### config.mk
export PLATFORM = sky130hd
export DESIGN_NAME = chicken_turn_engine
export DESIGN_NICKNAME = d
export VERILOG_FILES = /design/src/rtl/chicken_turn_engine.sv
export SDC_FILE = /design/constraint.sdc
export NUM_CORES = 1
export LEC_CHECK = 0
export BUFFER_PORTS_ARGS = -buffer_cell sky130_fd_sc_hd__buf_2
export CORE_MARGIN = 10
export CORE_UTILIZATION = 50
export CTS_BUF_LIST = sky130_fd_sc_hd__clkbuf_4
export DETAILED_ROUTE_END_ITERATION = 10
export GPL_ROUTABILITY_DRIVEN = 0
export PLACE_DENSITY = 0.69
export SYNTH_ARGS = -nofsm -noshare
export SYNTH_HDL_FRONTEND = slang
export SYNTH_SLANG_ARGS = --single-unit
### constraint.sdc
create_clock -name clk -period 6.7 [get_ports clk]
set_input_delay 1.005 -clock clk [delete_from_list [all_inputs] [get_ports clk]]
set_output_delay 1.005 -clock clk [all_outputs]
set_load 0.1 [all_outputs]
### src/rtl/chicken_turn_engine.sv
// Turn engine for the Chicken Cha-Cha-Cha board: tile picture RAM, chicken
// positions and tails, landing-tile scan, picture compare, tail stealing and win.
module chicken_turn_engine #(
  parameter  int MAX_PLAYERS = 4,
  parameter  int TRACK_LEN   = 16,
  parameter  int PIC_W       = 4,
  parameter  int STRIDE      = 4,
  localparam int POS_W       = $clog2(TRACK_LEN),
  localparam int PL_W        = $clog2(MAX_PLAYERS),
  localparam int TL_W        = $clog2(MAX_PLAYERS + 1)
) (
  input  logic                         clk,
  input  logic                         rst,
  input  logic [PL_W:0]                num_players,
  input  logic                         start,
  input  logic                         tile_we,
  input  logic [POS_W-1:0]             tile_addr,
  input  logic [PIC_W-1:0]             tile_pic,
  input  logic                         guess_valid,
  input  logic [PIC_W-1:0]             guess_pic,
  output logic                         ready,
  output logic [PL_W-1:0]              cur_player,
  output logic                         result_valid,
  output logic                         result_match,
  output logic                         win,
  output logic [PL_W-1:0]              winner,
  output logic [MAX_PLAYERS*POS_W-1:0] pos_bus,
  output logic [MAX_PLAYERS*TL_W-1:0]  tails_bus
);

  typedef enum logic [2:0] {
    S_IDLE, S_READY, S_SCAN, S_COMPARE, S_UPDATE, S_WIN
  } state_t;

  state_t                 r_state;
  logic [PIC_W-1:0]       r_tiles [TRACK_LEN];
  logic [POS_W-1:0]       r_pos   [MAX_PLAYERS];
  logic [TL_W-1:0]        r_tails [MAX_PLAYERS];
  logic [MAX_PLAYERS-1:0] r_active;
  logic [MAX_PLAYERS-1:0] r_skip;
  logic [PL_W:0]          r_np;
  logic [PL_W-1:0]        r_cur;
  logic [PIC_W-1:0]       r_guess;
  logic [POS_W-1:0]       r_scan;
  logic [POS_W-1:0]       r_target;
  logic                   r_ready;
  logic                   r_result_valid;
  logic                   r_result_match;
  logic                   r_win;
  logic [PL_W-1:0]        r_winner;

  logic [MAX_PLAYERS-1:0] w_hit;
  logic [TL_W-1:0]        w_steal;
  logic [TL_W-1:0]        w_new_tails;
  logic                   w_win_now;
  logic [PL_W:0]          w_np;
  logic [PL_W:0]          w_cur_inc;
  logic [PL_W-1:0]        w_cur_next;
  logic                   w_tile_open;

  function automatic logic [PL_W:0] clamp_np(input logic [PL_W:0] n);
    if (n < (PL_W+1)'(2))                return (PL_W+1)'(2);
    if (n > (PL_W+1)'(MAX_PLAYERS))      return (PL_W+1)'(MAX_PLAYERS);
    return n;
  endfunction

  function automatic logic [POS_W-1:0] next_pos(input logic [POS_W-1:0] p);
    if (int'(p) == TRACK_LEN - 1) return '0;
    return p + POS_W'(1);
  endfunction

  assign w_np        = clamp_np(num_players);
  assign w_cur_inc   = {1'b0, r_cur} + (PL_W+1)'(1);
  assign w_cur_next  = (w_cur_inc == r_np) ? '0 : w_cur_inc[PL_W-1:0];
  assign w_tile_open = (r_state == S_IDLE) || (r_state == S_WIN);

  // Which active chicken, if any, sits on the tile currently being scanned
  always_comb begin
    w_hit = '0;
    for (int i = 0; i < MAX_PLAYERS; i++)
      w_hit[i] = r_active[i] && (r_pos[i] == r_scan);
  end

  always_comb begin
    w_steal = '0;
    for (int i = 0; i < MAX_PLAYERS; i++)
      if (r_skip[i]) w_steal = w_steal + r_tails[i];
    w_new_tails = r_tails[r_cur] + w_steal;
    w_win_now   = (int'(w_new_tails) == int'(r_np));
  end

  always_comb begin
    pos_bus   = '0;
    tails_bus = '0;
    for (int i = 0; i < MAX_PLAYERS; i++) begin
      pos_bus[i*POS_W +: POS_W] = r_pos[i];
      tails_bus[i*TL_W +: TL_W] = r_tails[i];
    end
  end

  assign ready        = r_ready;
  assign cur_player   = r_cur;
  assign result_valid = r_result_valid;
  assign result_match = r_result_match;
  assign win          = r_win;
  assign winner       = r_winner;

  // Picture RAM keeps its contents through reset; only writable between games
  always_ff @(posedge clk) begin
    if (tile_we && w_tile_open && (int'(tile_addr) < TRACK_LEN))
      r_tiles[tile_addr] <= tile_pic;
  end

  always_ff @(posedge clk) begin
    if (!rst) begin
      r_state        <= S_IDLE;
      r_active       <= '0;
      r_skip         <= '0;
      r_np           <= '0;
      r_cur          <= '0;
      r_guess        <= '0;
      r_scan         <= '0;
      r_target       <= '0;
      r_ready        <= 1'b0;
      r_result_valid <= 1'b0;
      r_result_match <= 1'b0;
      r_win          <= 1'b0;
      r_winner       <= '0;
      for (int i = 0; i < MAX_PLAYERS; i++) begin
        r_pos[i]   <= '0;
        r_tails[i] <= '0;
      end
    end else begin
      r_result_valid <= 1'b0;
      case (r_state)
        S_IDLE, S_WIN: begin
          if (start) begin
            r_np     <= w_np;
            r_cur    <= '0;
            r_win    <= 1'b0;
            r_winner <= '0;
            r_ready  <= 1'b1;
            r_state  <= S_READY;
            for (int i = 0; i < MAX_PLAYERS; i++) begin
              if ((PL_W+1)'(i) < w_np) begin
                r_active[i] <= 1'b1;
                r_pos[i]    <= POS_W'(i * STRIDE);
                r_tails[i]  <= TL_W'(1);
              end else begin
                r_active[i] <= 1'b0;
                r_pos[i]    <= '0;
                r_tails[i]  <= '0;
              end
            end
          end
        end
        S_READY: begin
          if (guess_valid) begin
            r_guess <= guess_pic;
            r_scan  <= next_pos(r_pos[r_cur]);
            r_skip  <= '0;
            r_ready <= 1'b0;
            r_state <= S_SCAN;
          end
        end
        S_SCAN: begin
          if (|w_hit) begin
            r_skip <= r_skip | w_hit;
            r_scan <= next_pos(r_scan);
          end else begin
            r_target <= r_scan;
            r_state  <= S_COMPARE;
          end
        end
        S_COMPARE: begin
          r_result_match <= (r_tiles[r_target] == r_guess);
          r_result_valid <= 1'b1;
          r_state        <= S_UPDATE;
        end
        S_UPDATE: begin
          if (r_result_match) begin
            r_pos[r_cur] <= r_target;
            for (int i = 0; i < MAX_PLAYERS; i++)
              if (r_skip[i]) r_tails[i] <= '0;
            r_tails[r_cur] <= w_new_tails;
            if (w_win_now) begin
              r_win    <= 1'b1;
              r_winner <= r_cur;
              r_state  <= S_WIN;
            end else begin
              r_ready <= 1'b1;
              r_state <= S_READY;
            end
          end else begin
            r_cur   <= w_cur_next;
            r_ready <= 1'b1;
            r_state <= S_READY;
          end
        end
        default: r_state <= S_IDLE;
      endcase
    end
  end

endmodule

After elaboration in Yosys (flattened, before gate mapping)

Memories as Yosys holds them, arrays and structs flattened. A register that Yosys moved wholly into a read port is not among the register bits.
Cells that the tools add are included.

Multiplexer cells: 148
Reductions and logical operators: 21
$add $sub $neg: 7
Equality and inequality tests: 22
Order comparisons: 6
Bitwise gates (word level): 22

Operators with widths:

| kind                | count |
|---|---|
| $mux 1              | 87 |
| $mux 4              | 19 |
| $mux 3              | 25 |
| $eq 4x4->1          | 5 |
| $mux 2              | 10 |
| $or 1x1->1          | 20 |
| $pmux 4 s2          | 2 |
| $pmux 3 s5          | 1 |
| $ne 2x2->1 const B  | 7 |
| $add 3x3->3         | 4 |
| $reduce_and 3->1    | 3 |
| $add 4x1->4 const B | 2 |
| $eq 4x1->1 const B  | 2 |
| $pmux 2 s2          | 2 |
| $reduce_and 4->1    | 2 |
| $reduce_or 4->1     | 2 |
| $eq 3x2->1 const B  | 2 |
| $eq 3x3->1          | 2 |
| $eq 3x3->1 const B  | 2 |
| $lt 1x3->1 const A  | 2 |
| $lt 2x3->1 const A  | 2 |
| $reduce_and 2->1    | 3 |
| $logic_and 1x1->1   | 5 |
| $or 4x4->4          | 1 |
| other kinds (13)    | 14 |

Register bits after elaboration: 34
Memories: 3
Word-level logic and storage cells: 242
Input port bits: 20
RAM bits: 92

Memories:

| memory  | words | width | read ports | clocked after Yosys merged registers in | write ports | RTL line | source |
|---|---|---|---|---|---|---|---|
| r_tiles | 16    | 4     | 1          | 1                                       | 1           | 36       | `logic [PIC_W-1:0] r_tiles [TRACK_LEN];` |
| r_pos   | 4     | 4     | 5          | 1                                       | 4           | 37       | `logic [POS_W-1:0] r_pos [MAX_PLAYERS];` |
| r_tails | 4     | 3     | 5          | 1                                       | 5           | 38       | `logic [TL_W-1:0] r_tails [MAX_PLAYERS];` |

Longest topological paths before layout

Depth in word-level cells: 14
Depth in mapped cells: 16
Gate-level depth less buffers: 16

Least setup slack after synthesis

Ideal clock, no wire load.

Path kind: reg2reg
From: mem r_tails[0][0] in the netlist's numbering
To: reg r_winner[0], in the netlist winner[0]
Cell stages (with the launch flop): 16
Path buffers: 0
Slack: 1428 ps
Arrival time: 5153 ps
Period minus slack after synthesis: 5272 ps
Cell sequence: edfxtp_1 > and2_1 > ha_1 > fa_1 > mux2_2 > fa_1 > mux2_2 > fa_1 > mux2i_1 > fa_1 > xnor2_1 > xnor2_1 > xnor3_2 > xnor2_2 > o31a_1 > a32o_1

RTL lines:

| item                 | RTL line | source |
|---|---|---|
| from (decl)          | 38       |  |
| to (signal assigned) | 188      | `r_winner <= r_cur;` |
| to (decl)            | 50       | `logic [PL_W-1:0] r_winner;` |

Worst setup path in the final report

From: reg r_skip[0]
To: reg r_winner[1], in the netlist winner[1]

Cells in the longest elaborated chain, start to end: 11

RTL lines:

| item                           | RTL line | source |
|---|---|---|
| from (decl)                    | 40       | `logic [MAX_PLAYERS-1:0] r_skip;` |
| from (signal assigned)         | 168      | `r_skip <= r_skip \| w_hit;` |
| $mux 3 (*)                     | 87       | `if (r_skip[i]) w_steal = w_steal + r_tails[i];` |
| $add 3x3->3                    | 87       |  |
| $mux 3 (*)                     | 87       |  |
| $add 3x3->3                    | 87       |  |
| $mux 3 (*)                     | 87       |  |
| $add 3x3->3                    | 87       |  |
| $mux 3 (*)                     | 87       |  |
| $add 3x3->3 (*)                | 88       | `w_new_tails = r_tails[r_cur] + w_steal;` |
| $eq 3x3->1 (*)                 | 89       | `w_win_now = (int'(w_new_tails) == int'(r_np));` |
| $ne 2x2->1 (no line) (*)       | -        |  |
| $reduce_and 4->1 (no line) (*) | -        |  |

Mark *: on every way between the ends. The rest lies on a longest branch, timed or not.
A chain may end at the register's enable or synchronous reset.

==> flow_summary.toml <==
[run_status]
run_status = "completed"

[place]
dp_hpwl_um = 10200
placed_cells = 658
port_buffers = 55

[die]
boundaryPins = 56
die_h_um = 130
num_rows = 40
initial_core_util_pct = 51.0
dieArea_mm2 = 0.0170
core_mm2 = 0.0120
die_width_um = 130

[synthesis]
synth_area_leaders = "edfxtp_1, dfxtp_1, mux4_2, nand2_1, nor2_1"
synth_ff_type = "edfxtp_1"
synth_top_cell_by_area = "edfxtp_1"
ys_seq_elements = 131
seq_area_frac_synth_pct = 58.1
synth_fp_nets = 513
synthDistinctLibCells = 49
synth_area_mm2 = 0.00610
synth_edf_count = 92
yosysWarnings = 0
syn_inst = 479
async_flop_share_pct = 0
avgSynthCellArea_um2 = 12.7
synth_top_area_share_pct = 45.3

[routing]
drtIter0Drc = 272
route.detailed.drc = 0
wl_met2_um = 7450
wl_per_cell_um = 20.2
wl_um = 13900
num_vias = 3936
drt-met1-wl_um = 5550
dr.pass1.iters = 4
postRouteAntennaNets = 0
dr_wl_met3_um = 802
viasPerCell = 5.71
top_layer = "met4"

[min_path]
min_path_type = "reg -> reg"

[timing]
max_freq_mhz = 201
grt_setup_unrepaired = "no"
fin_crit_ns = 4.98
final_max_slew_viol_count = 0
tightest_slew_ns = 0.872
setup_violations = 0
hold_viol_final = 0
timing.final.crit_share_pct = 74.3
tns_ns = 0
max-slew-margin-rel_pct = 41.8
skew_ns = 0.0164

[cts]
holdBufCountCts = 0
cts_tree = "done"
postCtsSetupBuffers = 0
clkSinkCount = 131
cts_resized = 0
clockRootBuffer = "clkbuf_4"
cts-buffers-inserted = 17
clk_latency_ns = 0.55
clk_pin_slew_ns = 0.12
cts_buffer_depth = 2
htreeDepth = 4

[grt]
overflow = 0
track_usage_pct = 17.3
grt_pass1_wl_um = 22400
grt_pass1_vias = 4179
grt_start_max_net_pins = 30
antenna_found_initial = 0

[critical_path]
crit_path_end_kind = "flop"
worstPathArrival_ns = 5.42
worstPathCellList = "and2_1 > ha_1 > fa_1 > mux2_2 > fa_1 > mux2_2 > fa_1 > mux2i_1 > fa_1 > xnor2_1 > xnor2_1 > xnor3_2 > xnor2_2 > o31a_1 > a32o_1"
path_buf_inv = 0
crit_family = "adder cells"
cp.required_ns = 7.14
cpMostUsedCell = "fa_1"
worst_path_largest_cell_delay_ns = 0.51
start_kind = "flop"
crit_slowest_cell = "fa_1"
worstSetupPathType = "reg -> reg"
cp_max_fo = 6

[finish]
antenna_cells = 0
num-nets-final = 564
layout_common_cells = "edfxtp_1, nand2_1, buf_2"
drive_gt1_share_pct = 23.6
num-fill-cells = 1037
final_common_cell = "edfxtp_1"
final_util_pct = 56.8
final-instance-count-excl-fill = 689
synthToLayoutAreaGrowth_pct = 11.5

[pwr]
power.density_mw_per_mm2 = 292
power.leakage_nw = 2.59
total_power_mw = 1.99
power.ir.vdd_worst_uv = 220

[job]
cap_violations = 0
## routing by layer
metal / vias to the layer above / GRT usage (%)
met5: - / 0
met2: 95 / 31.4
met4: 0 / 5.17
met3: 10 / 4.43
met1: 1954 / 19.7
li1: 1877 / -
## cells in the mapped netlist (4+ instances only)
master	n
clkbuf_1	11
a211oi_1	4
and3_1	16
ha_1	10
a31o_2	4
nor4_1	4
nor2_1	45
a31oi_1	4
nand2_1	55
inv_1	9
and2_1	4
mux2i_1	9
xor2_1	19
a21oi_1	26
mux4_2	23
buf_2	11
nor3_1	8
xnor2_1	15
edfxtp_1	92
o21ai_0	10
dfxtp_1	39
mux2_2	6
fa_1	4
nand3_1	12
## worst reg2reg max path: stages, from the launching register on
cell and delay [ns]:
dfxtp_1 0.46, and2_1 0.19, ha_1 0.16, fa_1 0.41, mux2_2 0.30, fa_1 0.45
mux2_2 0.30, fa_1 0.51, mux2i_1 0.10, fa_1 0.44, xnor2_1 0.23, xnor2_1 0.18
xnor3_2 0.44, xnor2_2 0.17, o31a_1 0.32, a32o_1 0.20
## stage by stage
step           area [um2]  hold WS [ns]  setup WS, ns
2_1_floorplan        6100         0.440          1.43
3_3_place_gp         6450         0.455          1.91
3_5_place_dp         6450         0.457          1.79
4_1_cts              6800         0.483          1.71
5_1_grt              6800         0.501          1.52
6_report             6800         0.480          1.72
## final cells by class
type | instances | area, um2 | share of cell area (%)
clock buffers | 18 | 135 | 1.99
flip-flops and latches | 131 | 3540 | 52.1
repair buffers | 56 | 283 | 4.16
multi-input cells | 315 | 2410 | 35.5
well taps | 147 | 184 | 2.71
clock inverters | 13 | 209 | 3.07
inverters | 9 | 33.8 | 0.497
## kinds of logic (layout without fill, tap and decap cells)
logic type      Yosys count  in the layout  synth area share, %
simple gates            159            159                 12.2
mux                      38             38                 11.1
xor+xnor                 36             36                 5.54
compound gates           68             68                 7.30
buf+inv                  33             96                 2.38
fa+ha+maj                14             14                 3.36
flops                   131            131                 58.1
## sequential cells by signal, summed over array words and instances (netlist names), 2 cells and up, named ones only
register	cells
r_tiles	64
r_pos	16
r_tails	12
r_active	4
r_guess	4
r_scan	4
r_skip	4
r_target	4
r_state	3
cur_player	2
r_np	2
winner	2
## path summary, 6_finish.rpt
check	start	depth (start not counted)	slack, ns	end
worst max-delay path	r_skip[0]	15	1.72	winner[1]
worst min-delay path	winner[1]	1	0.48	winner[1]
worst max register to register	r_skip[0]	15	1.72	winner[1]
worst min register to register	winner[1]	1	0.48	winner[1]
## power breakdown
group          internal (mW)  total (mW)  switching, mW
Sequential             0.912       0.964         0.0522
Combinational         0.0971       0.388          0.291
Clock                  0.336       0.636          0.300
(Power assumes the default switching activity.)
